[src/rtl/spi_master_pkg.sv]
// Shared types and widths for the SPI master transmit path.
package spi_master_pkg;

  localparam int unsigned SPI_WORD_W = 32;
  localparam int unsigned SPI_CNT_W  = 16;
  localparam int unsigned SPI_WCNT_W = 6;

  typedef enum logic [1:0] {
    IDLE,
    LOAD,
    SHIFT
  } tx_state_e;

endpackage

[src/rtl/spi_master_tx_shifter_if.sv]
// Valid/ready word handshake between the TX FIFO and the transmit serializer.
interface spi_master_tx_shifter_if;
  import spi_master_pkg::*;

  logic [SPI_WORD_W-1:0] data_i;
  logic                  data_valid_i;
  logic                  data_ready_o;

  modport master (
    output data_i,
    output data_valid_i,
    input  data_ready_o
  );

  modport slave (
    input  data_i,
    input  data_valid_i,
    output data_ready_o
  );

endinterface

[src/rtl/spi_master_tx_shifter.sv]
// SPI master TX serializer: pops 32-bit FIFO words and shifts them out MSB-first,
// one bit (standard) or one nibble (quad) per shift strobe.
module spi_master_tx_shifter
  import spi_master_pkg::*;
#(
  parameter int unsigned DATA_WIDTH = SPI_WORD_W,
  parameter int unsigned CNT_WIDTH  = SPI_CNT_W
) (
  input  logic                    HCLK,
  input  logic                    HRESETn,
  input  logic                    clr_i,
  input  logic                    en_i,
  input  logic                    quad_i,
  input  logic [CNT_WIDTH-1:0]    len_i,
  input  logic                    clk_en_i,
  spi_master_tx_shifter_if.slave  fifo_if,
  output logic [3:0]              sdo_o,
  output logic                    busy_o,
  output logic                    stall_o,
  output logic                    done_o
);

  // One extra bit so a rounded-up quad total never wraps.
  localparam int unsigned TOT_W  = CNT_WIDTH + 1;
  localparam int unsigned WCNT_W = SPI_WCNT_W;

  tx_state_e             state_q, state_d;
  logic [DATA_WIDTH-1:0] sr_q, sr_d;
  logic [TOT_W-1:0]      total_q, total_d;
  logic [WCNT_W-1:0]     word_cnt_q, word_cnt_d;
  logic [CNT_WIDTH-1:0]  len_q, len_d;
  logic                  quad_q, quad_d;
  logic                  stall_q, stall_d;
  logic                  done_q, done_d;

  logic [WCNT_W-1:0]     step;
  logic                  seg_last;
  logic                  word_end;
  logic                  data_ready_c;

  // Per-strobe end-of-segment and end-of-word decisions.
  always_comb begin
    step     = quad_q ? WCNT_W'(4) : WCNT_W'(1);
    seg_last = (total_q + TOT_W'(step)) >= TOT_W'(len_q);
    word_end = (word_cnt_q + step) == WCNT_W'(DATA_WIDTH);
  end

  always_comb begin
    state_d      = state_q;
    sr_d         = sr_q;
    total_d      = total_q;
    word_cnt_d   = word_cnt_q;
    len_d        = len_q;
    quad_d       = quad_q;
    stall_d      = stall_q;
    done_d       = 1'b0;
    data_ready_c = 1'b0;

    unique case (state_q)
      IDLE: begin
        stall_d = 1'b0;
        if (en_i) begin
          if (len_i != '0) begin
            len_d      = len_i;
            quad_d     = quad_i;
            total_d    = '0;
            word_cnt_d = '0;
            state_d    = LOAD;
          end else begin
            done_d = 1'b1;
          end
        end
      end

      LOAD: begin
        data_ready_c = 1'b1;
        if (fifo_if.data_valid_i) begin
          sr_d       = fifo_if.data_i;
          word_cnt_d = '0;
          stall_d    = 1'b0;
          state_d    = SHIFT;
        end
      end

      SHIFT: begin
        if (clk_en_i) begin
          total_d    = total_q + TOT_W'(step);
          word_cnt_d = word_cnt_q + step;
          sr_d       = quad_q ? (sr_q << 4) : (sr_q << 1);
          if (seg_last) begin
            // Leftover bits of the last word are discarded, never carried over.
            sr_d    = '0;
            done_d  = 1'b1;
            state_d = IDLE;
          end else if (word_end) begin
            data_ready_c = 1'b1;
            if (fifo_if.data_valid_i) begin
              sr_d       = fifo_if.data_i;
              word_cnt_d = '0;
            end else begin
              stall_d = 1'b1;
              state_d = LOAD;
            end
          end
        end
      end

      default: state_d = IDLE;
    endcase

    // Soft reset aborts the segment silently and refuses any pop this cycle.
    if (clr_i) begin
      state_d      = IDLE;
      sr_d         = '0;
      total_d      = '0;
      word_cnt_d   = '0;
      stall_d      = 1'b0;
      done_d       = 1'b0;
      data_ready_c = 1'b0;
    end
  end

  always_ff @(posedge HCLK) begin
    if (!HRESETn) begin
      state_q    <= IDLE;
      sr_q       <= '0;
      total_q    <= '0;
      word_cnt_q <= '0;
      len_q      <= '0;
      quad_q     <= 1'b0;
      stall_q    <= 1'b0;
      done_q     <= 1'b0;
    end else begin
      state_q    <= state_d;
      sr_q       <= sr_d;
      total_q    <= total_d;
      word_cnt_q <= word_cnt_d;
      len_q      <= len_d;
      quad_q     <= quad_d;
      stall_q    <= stall_d;
      done_q     <= done_d;
    end
  end

  always_comb begin
    sdo_o = 4'b0000;
    if (state_q == SHIFT) begin
      sdo_o = quad_q ? sr_q[DATA_WIDTH-1 -: 4] : {3'b000, sr_q[DATA_WIDTH-1]};
    end
  end

  assign busy_o               = (state_q != IDLE);
  assign stall_o              = stall_q;
  assign done_o               = done_q;
  assign fifo_if.data_ready_o = data_ready_c;

endmodule

[src/flat_wrapper.sv]
// flat-port wrapper written by rule: the top's interface ports become plain ports
module spi_master_tx_shifter_flat import spi_master_pkg::*;
#(
  parameter int unsigned DATA_WIDTH = SPI_WORD_W,
  parameter int unsigned CNT_WIDTH  = SPI_CNT_W
)
  (HCLK, HRESETn, clr_i, en_i, quad_i, len_i, clk_en_i, sdo_o, busy_o, stall_o, done_o, fifo_if_data_i, fifo_if_data_valid_i, fifo_if_data_ready_o);
  spi_master_tx_shifter_if fifo_if_i ();
  input  logic HCLK;
  input  logic HRESETn;
  input  logic clr_i;
  input  logic en_i;
  input  logic quad_i;
  input  logic [CNT_WIDTH-1:0] len_i;
  input  logic clk_en_i;
  output logic [3:0] sdo_o;
  output logic busy_o;
  output logic stall_o;
  output logic done_o;
  input wire logic [$bits(fifo_if_i.data_i)-1:0] fifo_if_data_i;
  input wire logic [$bits(fifo_if_i.data_valid_i)-1:0] fifo_if_data_valid_i;
  output wire logic [$bits(fifo_if_i.data_ready_o)-1:0] fifo_if_data_ready_o;
  assign fifo_if_i.data_i = fifo_if_data_i;
  assign fifo_if_i.data_valid_i = fifo_if_data_valid_i;
  assign fifo_if_data_ready_o = fifo_if_i.data_ready_o;
  spi_master_tx_shifter #(.DATA_WIDTH(DATA_WIDTH), .CNT_WIDTH(CNT_WIDTH)) u_core (.HCLK(HCLK), .HRESETn(HRESETn), .clr_i(clr_i), .en_i(en_i), .quad_i(quad_i), .len_i(len_i), .clk_en_i(clk_en_i), .fifo_if(fifo_if_i), .sdo_o(sdo_o), .busy_o(busy_o), .stall_o(stall_o), .done_o(done_o));
endmodule
[config.mk]
export PLATFORM = sky130hd
export DESIGN_NAME = spi_master_tx_shifter_flat
export DESIGN_NICKNAME = d
export VERILOG_FILES = /design/src/rtl/spi_master_pkg.sv /design/src/rtl/spi_master_tx_shifter_if.sv /design/src/rtl/spi_master_tx_shifter.sv /design/src/flat_wrapper.sv
export SDC_FILE = /design/constraint.sdc
export NUM_CORES = 1
export LEC_CHECK = 0
export BUFFER_PORTS_ARGS = -buffer_cell sky130_fd_sc_hd__buf_2
export CAP_MARGIN = 15
export CORE_MARGIN = 2
export CORE_UTILIZATION = 45
export DETAILED_ROUTE_END_ITERATION = 6
export GPL_ROUTABILITY_DRIVEN = 0
export MAX_ROUTING_LAYER = met4
export PLACE_DENSITY_LB_ADDON = 0.2
export SLEW_MARGIN = 20
export SYNTH_ARGS = -nofsm -noshare
export SYNTH_HDL_FRONTEND = slang
export SYNTH_SLANG_ARGS = --single-unit
export TNS_END_PERCENT = 5
[constraint.sdc]
create_clock -name HCLK -period 6.1 [get_ports HCLK]
set_input_delay 1.22 -clock HCLK [delete_from_list [all_inputs] [get_ports HCLK]]
set_output_delay 1.22 -clock HCLK [all_outputs]
set_load 0.01 [all_outputs]
; Word-level counts from Yosys, hierarchy flattened
; Cells that the tools add are included.
; W data, S select, Z words.
[totals]
regBits = 76
latchBits = 0
mem_bits_rw = 0
romBits = 0
in_bits = 55
mem_count = 0
[classes]
n_addsub = 2
n_mul = 0
n_div = 0
n_lt_le_gt_ge = 1
eq_ne = 12
n_shift = 0
n_mux = 46
n_bitwise = 1
n_reduce_logical = 13
[ops]
columns = cell, count
row1 = $mux W32, 6
row2 = $pmux W32 S2, 1
row3 = $mux W17, 3
row4 = $mux W6, 7
row5 = $pmux W17 S2, 1
row6 = $pmux W6 S3, 1
row7 = $add A17 B6 Y17, 1
row8 = $ge A17 B16 Y1, 1
row9 = $reduce_bool A16 Y1, 1
row10 = $mux W2, 7
row11 = $mux W1, 13
row12 = $reduce_and A6 Y1, 2
row13 = $ne A2 B2 Y1 const B, 5
row14 = $mux W4, 2
row15 = $add A6 B6 Y6, 1
row16 = $eq A6 B6 Y1 const B, 1
row17 = $pmux W2 S3, 1
row18 = $reduce_and A3 Y1, 2
row19 = $reduce_bool A2 Y1, 3
row20 = $reduce_and A5 Y1, 1
row21 = $ne A2 B1 Y1 const B, 2
row22 = $pmux W1 S2, 2
row23 = $reduce_and A4 Y1, 1
row24 = $mux W3, 1
row25 = 9 further kinds, 9

; Longest topological paths before layout
; Gate-level depths: netlist of run 1.
[logic_depth]
word_depth = 8
ltp_mapped = 18

; Worst setup path after synthesis of run 1
; Ideal clock, no wire load.
[synth_path]
kind = flip-flop to output port
start = register u_core.quad_q
end = output fifo_if_data_ready_o
arrival_ns = 4.151
required_ns = 4.880
slack_ns = 0.729
stages_incl_launch_ff = 19
cell_sequence = dfxtp_1 > clkbuf_1 > buf_1 > inv_1 > ha_1 > a31o_2 > and3_1 > and3_1 > clkbuf_1 > and3_1 > xor2_1 > ha_1 > a211o_1 > a21oi_1 > a41o_1 > clkbuf_1 > clkbuf_1 > a31oi_1 > nor3b_1
[synth_via]
elab_chain_len = 8
[synth_rtl]
columns = item, line
row1 = start: declaration, spi_master_tx_shifter.sv:32  ; logic quad_q, quad_d;
row2 = start signal: assignment, spi_master_tx_shifter.sv:139  ; quad_q <= quad_d;
row3 = $mux W3 *, spi_master_tx_shifter.sv:43  ; step = quad_q ? WCNT_W'(4) : WCNT_W'(1);
row4 = "parallel branches: the longest is 3 deep, another holds $add A17 B6 Y17", n/a
row5 = $mux W1 *, spi_master_tx_shifter.sv:90  ; if (seg_last) begin
row6 = $mux W1 *, spi_master_tx_shifter.sv:86  ; if (clk_en_i) begin
row7 = $pmux W1 S2 *, spi_master_tx_shifter.sv:59  ; unique case (state_q)
row8 = $mux W1 *, spi_master_tx_shifter.sv:112  ; if (clr_i) begin
row9 = end: declaration, flat_wrapper.sv:22  ; output wire logic [$bits(fifo_if_i.data_ready_o)-1:0] fifo_if_data_ready_o;
; Every way passes the cells marked *.

; Final worst setup path of run 1
; Same ends and word-level chain as after synthesis.

==> results list, run 1 <==
- Startpoint type of the worst setup path: flip-flop
- Area of combinational cells with multiple inputs: 0.00305 mm²
- Counting every instance in the synthesized netlist gives around 620.
- Post-route cell area: roughly 0.0054 mm²
- Root Buffer Master: clkbuf_8
- Portion of total power attributed to the clock network: 0.343
- Proportion of power drawn by flip-flops and latches: 0.515
- Entering global routing, the biggest net connects 44 pins.
- Number of maximum-capacitance constraint violations: 0
- After floorplanning, the core was divided into 38 placement rows.
- The first detailed-routing pass ran for 5 iterations.
- Counting the fill cells in the layout gives approximately 1,100.
* Clock tree from TritonCTS: built
- After detailed routing, the number of vias per cell comes to between 5 and 6.
* Effective utilization at floorplan: 0.456
* Clock slew at reported path FFs: ~80 ps
- Antenna violations before repair: 0
- Clock sink count: 76
- For the worst setup path, the data arrival time is 4170 ps.
- Achievable frequency: between 150 and 200 MHz
- Logic gate share of total power: 0.143
- For this run, the register share of the synthesized area comes to 0.312.
* Die area: 0.0117 mm²
- Start-to-end type of the worst setup path: flip-flop to primary output
* Total gr overflow: 0
* Setup-violating endpoint count in the final report: 0
- The via count of the first global-routing pass came to ~4,300.
- Standard cell core area: ~0.011 mm²
- Switching part of the total: 0.292
* Seq. cell area: around 0.0015 mm²
* Post-DP HPWL: ~8600 µm
* Hold Fails Final Rpt: 0
- Asr flop ratio synth: 0
* Number of buffers created by CTS: 9
* Number of register bits inferred by synthesis: 76
- During synthesis, Yosys emitted a total of 0 warnings.
* Avg Cell Area, Syn: a little under 8 µm²
* Worst clock skew: approximately 6.7 ps
* Resized Gates After CTS: 0
- Clock network latency to the later pin of the worst-skew pair: 360 ps
* Number of port buffers: 62
- The detail route stage leaves a number of antenna-violating nets equal to 0.
- VDD sags by at most between 0.08 and 0.09 mV.
- After synthesis the cells add up to ~0.0049 mm².
- In this run the power spent charging and discharging nets is 296 µW.
- Drc violations: 0
- Headroom to the max-slew limit: 0.287
- Number of max-slew violations in the final report: 0
* Ratio of final minimum period to clock period: 0.883
- Max Fanout on Critical Path: 43
- Run status: finished clean
* Total global-route track usage: 0.225
- Across all layers, the routed design uses ~4,600 vias.
* Post-CTS setup buffer count: 0
- For the pin with the worst max-slew slack, the measured transition is between 1000 and 1500 ps.
- Count of H-tree levels built during CTS: 3
- Hold-fix buffer count after cts: 0
- The worst path in the final design needs a cycle of 5390 ps, including I/O delays and setup.
- The path class of the tightest hold or removal check is flip-flop to flip-flop.
- Share of layout cells above drive strength 1: 0.146
- Once placement finished, the instance area stood at 0.00524 mm².
- Wirelength per Cell: 15.5 µm
- Timing analysis after detailed placement gives a worst setup slack of ~1100 ps.
- The first routing iteration left 203 violations.
- In this run the static leakage power is about 0.0020 µW.
- Net count, final: between 700 and 800
- The floorplan step set the die width to around 110 µm.
- Maximum root-to-sink buffer count: 2
- At the worst endpoint, the required time is just under 5000 ps.
- Setup TNS after final layout: 0 ps
* Height of the die: between 100 and 150 µm
* Power density over the cells: roughly 190 mW/mm²
- Setup repair after global routing left no endpoint under its margin.
* Count of cell types in the netlist: 55
- Pin placement for this block handled 63 I/O pins.
* Endpoint class of the critical path: primary output
- The routed design has 12,500 µm of wire.
- The first global-routing pass estimated between 20,000 and 25,000 µm of wire.
- Count of inserted antenna diode cells: 0
- The synthesized design contains 0 enable-type register cells.
* Internal power summed over all cells: just over 700 µW
- From synthesis to final layout, the design area changed by 10.6%.
- Once routing completed, OpenROAD measured the worst setup slack at a little over 700 ps.
- Main flop type after synthesis: dfxtp_1
* Post-synth net total: just over 700
- Final hold analysis gives a worst-case slack of 469 ps.
## state kept, by name, summed over array words and instances (netlist names)
signal             cells
u_core.sr_q           32
u_core.total_q        17
u_core.len_q          16
u_core.word_cnt_q      6
u_core.state_q         2
u_core.done_o          1
u_core.quad_q          1
u_core.stall_o         1
## through the flow
step           std cells  utilization  power, µW
2_1_floorplan        624            -        626
3_3_place_gp         791        0.490        673
3_5_place_dp         791        0.490        677
4_1_cts              805        0.504       1020
5_1_grt              805        0.504       1060
6_report             805        0.504       1010
## area by class of cell
class / instances / share of cell area
clock buffers: 12 / 0.0269
clock inverters: 2 / 0.00232
inverters: 29 / 0.0202
multi-input cells: 475 / 0.566
flip-flops and latches: 76 / 0.282
well taps: 140 / 0.0325
repair buffers: 71 / 0.0700
## cell usage after synthesis (6+ instances only)
| cell | n | area (µm²) |
|---|---|---|
| nand2_1 | 104 | 390 |
| dfxtp_1 | 76 | 1520 |
| nand3_1 | 40 | 200 |
| nor3_1 | 35 | 175 |
| nor2_1 | 32 | 120 |
| clkbuf_1 | 30 | 113 |
| mux2i_1 | 30 | 300 |
| o211ai_1 | 30 | 225 |
| inv_1 | 28 | 105 |
| ha_1 | 27 | 338 |
| a21oi_1 | 19 | 95.1 |
| o21ai_0 | 19 | 95.1 |
| a21boi_0 | 17 | 128 |
| nand4_1 | 11 | 68.8 |
| and3_1 | 10 | 62.6 |
| buf_2 | 9 | 45.0 |
| xnor2_1 | 8 | 70.1 |
| xor2_1 | 8 | 70.1 |
| a22oi_1 | 7 | 52.6 |
| a21o_1 | 6 | 45.0 |
| nor4_1 | 6 | 37.5 |
## layer usage
metal	routed length, µm	GRT usage	vias up
met5	0	-	-
met3	681	0.0440	18
met1	5420	0.273	2157
li1	-	-	2314
met2	6170	0.382	136
met4	211	0.0623	0
## power by group through the flow
| stage | Sequential, µW | Clock (µW) | Combinational, µW |
|---|---|---|---|
| floorplan | 527 | 0 | 98.9 |
| global placement | 532 | 0 | 140 |
| detailed placement | 533 | 0 | 144 |
| CTS | 521 | 355 | 145 |
| global route | 523 | 378 | 160 |
| finish | 521 | 347 | 144 |
## cell families after synthesis
logic type,count (synthesis),share of synthesized area
AO/OA/AOI/OAI,135,0.197
XOR/XNOR,16,0.0287
adder cells (fa/ha/maj),27,0.0693
buffers and inverters,73,0.0631
flip-flops,76,0.312
multiplexers,30,0.0616
AND/OR/NAND/NOR,267,0.268
## critical path, stage by stage (launching register included)
cell	delay, ps
dfxtp_2	600
inv_1	120
ha_1	240
ha_1	220
a21o_1	240
nand2_1	140
nor2_1	90
xor2_1	150
ha_1	300
a211oi_1	260
nor2_1	80
o31ai_1	260
a41o_1	200
buf_4	390
a31oi_1	150
nor3b_1	190
buf_2	160
## final timing paths
kind,from,end,slack [ps],cells past startpoint
max,u_core.quad_q$_SDFFE_PN0P_,fifo_if_data_ready_o,710,16
min,u_core.len_q[1]$_SDFFE_PN0P_,u_core.len_q[1]$_SDFFE_PN0P_,470,2
min reg2reg,u_core.len_q[1]$_SDFFE_PN0P_,u_core.len_q[1]$_SDFFE_PN0P_,470,2
max reg2reg,u_core.quad_q$_SDFFE_PN0P_,u_core.sr_q[16]$_SDFFE_PP0P_,1770,15
## placed cells by master, fill, tap and decap left out, types with 2 or more instances in the layout
cell type / n
a21boi_0: 17
a21o_1: 6
a21oi_1: 19
a22oi_1: 7
a31o_2: 4
a31oi_1: 4
a32o_1: 3
a32oi_1: 4
a41oi_1: 4
and2_1: 3
and3_1: 10
buf_2: 62
buf_4: 9
clkbuf_1: 2
clkbuf_8: 10
dfxtp_1: 75
ha_1: 27
inv_1: 28
mux2i_1: 30
nand2_1: 104
nand2b_1: 2
nand3_1: 40
nand3b_1: 4
nand4_1: 11
nor2_1: 32
nor2b_1: 5
nor3_1: 35
nor3b_1: 2
nor4_1: 5
o2111a_1: 2
o211ai_1: 30
o21a_1: 5
o21ai_0: 19
o22ai_1: 2
or3_1: 5
xnor2_1: 8
xor2_1: 8
No activity file was read; power rests on OpenSTA's default activity.
==> run 2: changes to the inputs <==
Settings changed: ABC_AREA set to 1, BUFFER_PORTS_ARGS -buffer_cell sky130_fd_sc_hd__buf_2 to -buffer_cell sky130_fd_sc_hd__buf_4, MAX_ROUTING_LAYER met4 to unset.
==> results list, run 2 <==
* Achievable frequency: 187 MHz (+0.95%)
- Register containing the most flip-flops in the final layout: u_core.sr_q
- The number of max-slew violations in the final report was 0 (unchanged).
- Ranking of synthesized cells by instance count: nand2_1, a21oi_1, dfxtp_1
* Post-route ant nets: 0 (unchanged)
* Slowest cell on the critical path: inv_2
- Number of vias after detailed routing: 4,683 (+1.3%)
* Asr flop ratio synth: 0 (unchanged)
- Ratio of final minimum period to clock period: 0.875 (-0.00833)
- The reported leakage power came to 0.00220 µW (+7.5%).
- Hold-fix buffer count after cts: 0 (unchanged)
- Post-DP HPWL: 8160 µm (-5.6%)
- The internal portion of total power was 755 µW (+5.4%).
* Setup-violating endpoint count in the final report: 0 (unchanged)
* Count of buffer and inverter cells on the critical path: 3 (unchanged)
* Routed WL: 11,900 µm (-4.8%)
- The count of mapped cells out of synthesis was 705 (+13%).
- Post-CTS setup buffer count: 0 (unchanged)
- The worst stage delay on the critical path was 480 ps (-120 ps).
- Height of the die: 106 µm (-1.6%)
* Cell chain of the critical path: inv_1, ha_1, ha_1, nand2_1, a21oi_2, nand3_1, nor2_1, xor2_1, ha_1, nand2_1, nor2_1, nand3_1, nor3_1, nor3_2, nand3_2, inv_2, nand3_1, a21oi_1, buf_4
* Switching power summed over all nets: 296 µW (about the same)
- The cell row count is 37 (-2.6%).
* Start-to-end type of the worst setup path: flip-flop to primary output
* Net count, final: 829 (+11%)
- Share of layout cells above drive strength 1: 0.141 (-0.00491)
- Total design power: 1050 µW (+3.8%)
- The tree is rooted in a clkbuf_8.
* Post-Route Utilization: 0.528 (+0.0237)
* Final worst path period need: 5340 ps (-50.8 ps)
* Standard cell core area: 0.0102 mm² (-4.4%)
* Count of routing violations after the opening detailed-route iteration: 291 (+43%)
* Power density over the cells: 195 mW/mm² (+3.7%)
- The DRC violation count after routing came to 0 (unchanged).
* Synth Warn #: 0 (unchanged)
- The largest fanout of any net on the critical path came to 32 (-26%).
- The fraction of the yosys area taken by sequential cells is 0.322 (+0.0103).
- Area growth, synth to finish: 14.5%
- Max IR drop VDD: 0.0785 mV (-9.2%)
- Number of maximum-capacitance constraint violations: 0 (unchanged)
- Effective utilization at floorplan: 0.461 (+0.00550)
- The share of total power in combinational logic was 0.149 (+0.006).
- Number of port buffers: 62 (unchanged)
- Setup repair after global routing left no endpoint under its margin.
- CP Data Arrival Time: 4120 ps (-50 ps)
- The number of flip-flops in the largest register is 32 (unchanged).
- Req. time, crit path: 4880 ps (about the same)
- Total gr overflow: 0 (unchanged)
- The post-synthesis instance area came to 0.00472 mm² (-3.2%).
- The ratio of routed vias to standard cells was 5.27 (-8.2%).
* Run status: finished clean
* Wirelength per Cell: 13.4 µm (-14%)
* Number of register bits inferred by synthesis: 76 (unchanged)
- The number of standard cells in the layout, taps in and fillers out was 888 (+10%).
- The number of I/O pins is 63 (unchanged).
- The minimum setup slack after placement is 1170 ps (+57.4 ps).
- Post-synth net total: 787 (+11%)
* Ranking of synthesized cells by area: dfxtp_1, nand2_1, a21oi_1
* Worst clock skew: 10.9 ps (+4.17 ps)
* Most used cells in the layout excluding fill and tap cells: nand2_1, a21oi_1, dfxtp_1
* Classification of the worst-slack hold path: flip-flop to flip-flop
- The number of antenna violations at the first check in global routing was 0 (unchanged).
* Number of enable flip-flop cells after synthesis: 0 (unchanged)
* Clock sink count: 76 (unchanged)
* Placed cell count: 872 (+10%)
* Pin count of the biggest net entering global routing: 65 (+48%)
- Setup TNS after final layout: 0 ps (unchanged)
- dfxtp_1 takes more of the synthesized area than any other cell.
- The portion of total power attributed to sequential cells is 0.499 (-0.016).
- The horizontal extent of the die came to 106 µm (-1.6%).
- Endpoint class of the critical path: primary output
- Portion of synthesized cell area occupied by the leading cell type: 0.322 (+0.0103)
- The number of distinct library cells after synthesis came to 39 (-29%).
- The H-tree depth came to 3 (unchanged).
* Global-route wire length before repair: 20,500 µm (+1.2%)
- Resized Gates After CTS: 0 (unchanged)
* TritonRoute pass-1 iters: 6 (+1)
- Headroom to the max-slew limit: 0.278 (-0.00903)
- The TritonCTS buffer count was 9 (unchanged).
- The via count of the first global-routing pass came to 4,362 (+1.2%).
* Largest registers: u_core.sr_q x32, u_core.total_q x17, u_core.len_q x16
- Cell with the most instances after synthesis: nand2_1
* Die area: 0.0113 mm² (-3.1%)
* Post-route setup slack: 765 ps (+50.8 ps)
- The worst-margin pin slew came to 1080 ps (+17.0 ps).
- Leading cell type in the layout, fill and taps excluded: nand2_1
- Total global-route track usage: 0.222 (-0.00302)
* Clock slew at reported path FFs: 80 ps (about the same)
- Avg Cell Area, Syn: 6.69 µm² (-14%)
- Clock tree from TritonCTS: built
- The hold violation total from the final report is 0 (unchanged).
- Main flop type after synthesis: dfxtp_1
* Count of inserted antenna diode cells: 0 (unchanged)
- The relative contribution of the clock network to total power came to 0.352 (+0.009).
- The switching share of total power was 0.282 (-0.0107).
- Startpoint type of the worst setup path: flip-flop
- The maximum count of clock buffers along a single path was 2 (unchanged).
- The clock insertion delay at the later pin of the skew report came to 380 ps (+20 ps).
- Gate family responsible for the most delay along the worst path: simple AND/OR/NAND/NOR gates
[run 2: cell families (layout without fill, tap and decap cells)]
kind of cell	Yosys count	in the layout	synth area share
compound gates	205	205	0.232
xor+xnor	14	14	0.0276
fa+ha+maj	27	27	0.0716
buf+inv	97	144	0.0864
flops	76	76	0.322
simple gates	286	286	0.260
[run 2: area by class of cell]
cell class                      count  area (µm²)
Fill cell                        1023        4830
Multi-Input combinational cell    532        2790
Sequential cell                    76        1520
Timing Repair Buffer               68         510
Inverter                           60         225
Clock buffer                       15         176
Tap cell                          136         170
Clock inverter                      1        5.00
[run 2: through the flow]
step / area [µm²] / hold WS (ps)
6_report: 5400 / 454
4_1_cts: 5400 / 459
3_5_place_dp: 5220 / 446
3_3_place_gp: 5220 / 446
5_1_grt: 5400 / 485
2_1_floorplan: 4720 / 427
[run 2: routing by layer]
layer	up-vias	part of all wire	track usage
li1	2426	-	-
met1	2125	0.49	0.317
met2	116	0.44	0.335
met3	16	0.046	0.0319
met4	0	0.019	0.0946
met5	-	0	0
[run 2: worst register-to-register path, stage by stage (launching register included)]
cell and delay, ps:
dfxtp_1 460, inv_1 140, ha_1 180, ha_1 190
nand2_1 80, a21oi_2 260, nand3_1 200, nor2_1 170
xor2_1 210, ha_1 280, nand2_1 90, nor2_1 50
nand3_1 70, nor3_1 50, nor3_2 280, nand3_2 130
inv_2 480, nand2_1 130, a21oi_1 160
[run 2: power groups by stage]
stage	combinational, µW	sequential (µW)	clock, µW
3_3_place_gp	154	535	0
6_report	157	524	370
2_1_floorplan	96.5	532	0
3_5_place_dp	156	536	0
4_1_cts	156	524	381
5_1_grt	177	527	401
[run 2: final timing paths]
path,cells past startpoint,start,end,slack [ps]
setup / recovery,19,u_core.quad_q$_SDFFE_PN0P_,fifo_if_data_ready_o,760
hold / removal,2,u_core.stall_o$_SDFFE_PP0P_,u_core.stall_o$_SDFFE_PP0P_,450
setup reg to reg,18,u_core.quad_q$_SDFFE_PN0P_,u_core.sr_q[28]$_SDFFE_PP0P_,2440
hold reg to reg,2,u_core.stall_o$_SDFFE_PP0P_,u_core.stall_o$_SDFFE_PP0P_,450
==> run 3: changes to the inputs <==
Settings changed: CTS_BUF_LIST set to sky130_fd_sc_hd__clkbuf_8 sky130_fd_sc_hd__clkbuf_16.
==> results list, run 3 (synthesis gave the netlist of run 2 again) <==
- Width of the die: 106 µm (unchanged)
* Count of routing violations after the opening detailed-route iteration: 291 (unchanged)
- Clock network latency to the later pin of the worst-skew pair: 380 ps (about the same)
* Routed WL: 11,900 µm (+0.19%)
* Endpoint class of the critical path: primary output
- The root buffer cell chosen for the clock tree is clkbuf_8.
- RSZ-0062 raised after global routing: false
* Setup-violating endpoint count in the final report: 0 (unchanged)
* Number of vias after detailed routing: 4,697 (+0.30%)
- Hold Fails Final Rpt: 0 (unchanged)
- Run status: finished clean
- Final worst path period need: 5330 ps (-7.97 ps)
* Clock tree from TritonCTS: built
- Total gr overflow: 0 (unchanged)
- Share of layout cells above drive strength 1: 0.141 (unchanged)
- The least setup slack across all paths after layout is 772 ps (+7.97 ps).
* Resized Gates After CTS: 0 (unchanged)
- The cell row count came to 37 (unchanged).
- Count of H-tree levels built during CTS: 3 (unchanged)
* Area of combinational cells with multiple inputs: 0.00279 mm² (unchanged)
- The sequential cell area is 0.00152 mm² (unchanged).
* Post-DP HPWL: 8160 µm (unchanged)
* Wirelength per Cell: 13.4 µm (+0.19%)
- Classification of the worst-slack hold path: flip-flop to flip-flop
- Cell chain of the critical path: inv_1, ha_1, ha_1, nand2_1, a21oi_2, nand3_1, nor2_1, xor2_1, ha_1, nand2_1, nor2_1, nand3_1, nor3_1, nor3_2, nand3_2, inv_2, nand3_1, a21oi_1, buf_4
- CP Data Arrival Time: 4110 ps (about the same)
- The number of buffers inserted by port buffering is 62 (unchanged).
* Post-route ant nets: 0 (unchanged)
- Req. time, crit path: 4880 ps (about the same)
- The DRC violation count after routing was 0 (unchanged).
* Reg-to-Reg Start: u_core.quad_q$_SDFFE_PN0P_
* Most used cells in the layout excluding fill and tap cells: nand2_1, a21oi_1, dfxtp_1
- The number of flip-flops in the largest register is 32 (unchanged).
- Total design power: 1050 µW (-0.37%)
- Ratio of final minimum period to clock period: 0.873 (-0.00131)
* Number of maximum-capacitance constraint violations: 0 (unchanged)
- The core area was 0.0102 mm² (unchanged).
- Largest registers: u_core.sr_q x32, u_core.total_q x17, u_core.len_q x16
- The total routing resource utilization after global routing was 0.222 (unchanged).
- The global-route wire length before repair is 20,500 µm (unchanged).
* Number of buffers created by CTS: 9 (unchanged)
- Antenna violations before repair: 0 (unchanged)
- The maximum count of clock buffers along a single path is 2 (unchanged).
* TritonRoute pass-1 iters: 5 (-1)
- The layout net count was 829 (unchanged).
- Die area: 0.0113 mm² (unchanged)
* Post-CTS setup buffer count: 0 (unchanged)
* Vias in the first global route: 4,362 (unchanged)
- Clock sink count: 76 (unchanged)
- The sum of negative setup slack was 0 ps (unchanged).
* Effective utilization at floorplan: 0.461 (unchanged)
* Post-Route Utilization: 0.528 (unchanged)
- The number of inserted filler cells in the final layout came to 1,023 (unchanged).
- The reported leakage power was 0.00221 µW (+0.57%).
* Achievable frequency: 188 MHz (+0.15%)
* Number of top-level pins: 63 (unchanged)
- Max Fanout on Critical Path: 32 (unchanged)
- Hold path startpoint: u_core.stall_o$_SDFFE_PP0P_
- Power density over the cells: 194 mW/mm² (-0.37%)
- The worst stage delay on the critical path came to 480 ps (about the same).
- The synthesis-to-layout area growth came to 14.5% (unchanged).
- Hold-fix buffer count after cts: 0 (unchanged)
- The number of antenna diodes was 0 (unchanged).
* Post-route cell area: 0.00540 mm² (unchanged)
- The clock input transition at the sequential cells of the worst setup and hold paths is 80 ps (about the same).
* Register containing the most flip-flops in the final layout: u_core.sr_q
- Start-to-end type of the worst setup path: flip-flop to primary output
- Number of max-slew violations in the final report: 0 (unchanged)
* Startpoint type of the worst setup path: flip-flop
- Placed standard-cell area: 0.00522 mm² (unchanged)
* Worst setup path start: u_core.quad_q$_SDFFE_PN0P_
- Slowest cell on the critical path: inv_2
* Number of vias per cell: 5.29 (+0.30%)
- The library cell used most frequently in the layout, excluding fill and tap cells, is nand2_1.
- The largest net degree at the start of global routing is 65 (unchanged).
* Worst clock skew: 10.5 ps (-0.386 ps)
* Worst-margin pin slew: 1080 ps (+0.139 ps)
- The minimum setup slack after placement was 1170 ps (unchanged).
- The die boundary height is 106 µm (unchanged).
* Max IR drop VDD: 0.0789 mV (+0.46%)
- The relative slew slack came to 0.278 (about the same).
==> run 3: cell count changes in the layout (fill, tap and decap cells not counted) <==
cell | before | now
clkbuf_1 | 3 | 0
inv_1 | 56 | 59
==> run 3: critical path: cells and delay by family (launching register included) <==
| family | cells | cell delay, ps |
|---|---|---|
| DFF | 1 | 460 |
| xor gates and xnor gates | 1 | 210 |
| buffers and inverters | 3 | 760 |
| AOI/OAI and AO/OA | 2 | 420 |
| and+or+nand+nor | 10 | 1240 |
| adders and majority gates | 3 | 650 |
==> run 3: worst paths after layout <==
| kind | endpoint | slack [ps] | cells past startpoint |
|---|---|---|---|
| worst max-delay path | fifo_if_data_ready_o | 770 | 19 |
| worst min-delay path | u_core.stall_o$_SDFFE_PP0P_ | 450 | 2 |
| worst max register to register | u_core.sr_q[28]$_SDFFE_PP0P_ | 2440 | 18 |
| worst min register to register | u_core.stall_o$_SDFFE_PP0P_ | 450 | 2 |
==> run 3: per-stage QoR <==
stage	std cells	hold slack, ps
2_1_floorplan	705	427
3_3_place_gp	872	446
3_5_place_dp	872	446
4_1_cts	888	459
5_1_grt	888	485
6_report	888	454
==> run 3: routing by layer <==
| metal | global-route usage | vias up | part of all wire |
|---|---|---|---|
| met4 | 0.0946 | 0 | 0.020 |
| li1 | - | 2424 | - |
| met5 | 0 | - | 0 |
| met2 | 0.335 | 117 | 0.44 |
| met1 | 0.317 | 2138 | 0.49 |
| met3 | 0.0319 | 18 | 0.047 |
==> run 3: where the power goes <==
part	internal, µW	switching, µW	leakage, µW	total (µW)
registers	514	10.9	0.000618	524
logic	60.2	96.4	0.00149	157
clock network	176	190	0.000106	366
total	750	297	0.00221	1050
==> run 3: layout make-up <==
cell class	instances	share of cell area
sequential	76	0.282
inverter	60	0.0417
clock buffer	12	0.0306
multi-input combinational	532	0.517
clock inverter	4	0.00301
timing repair buffer	68	0.0945
tap	136	0.0315
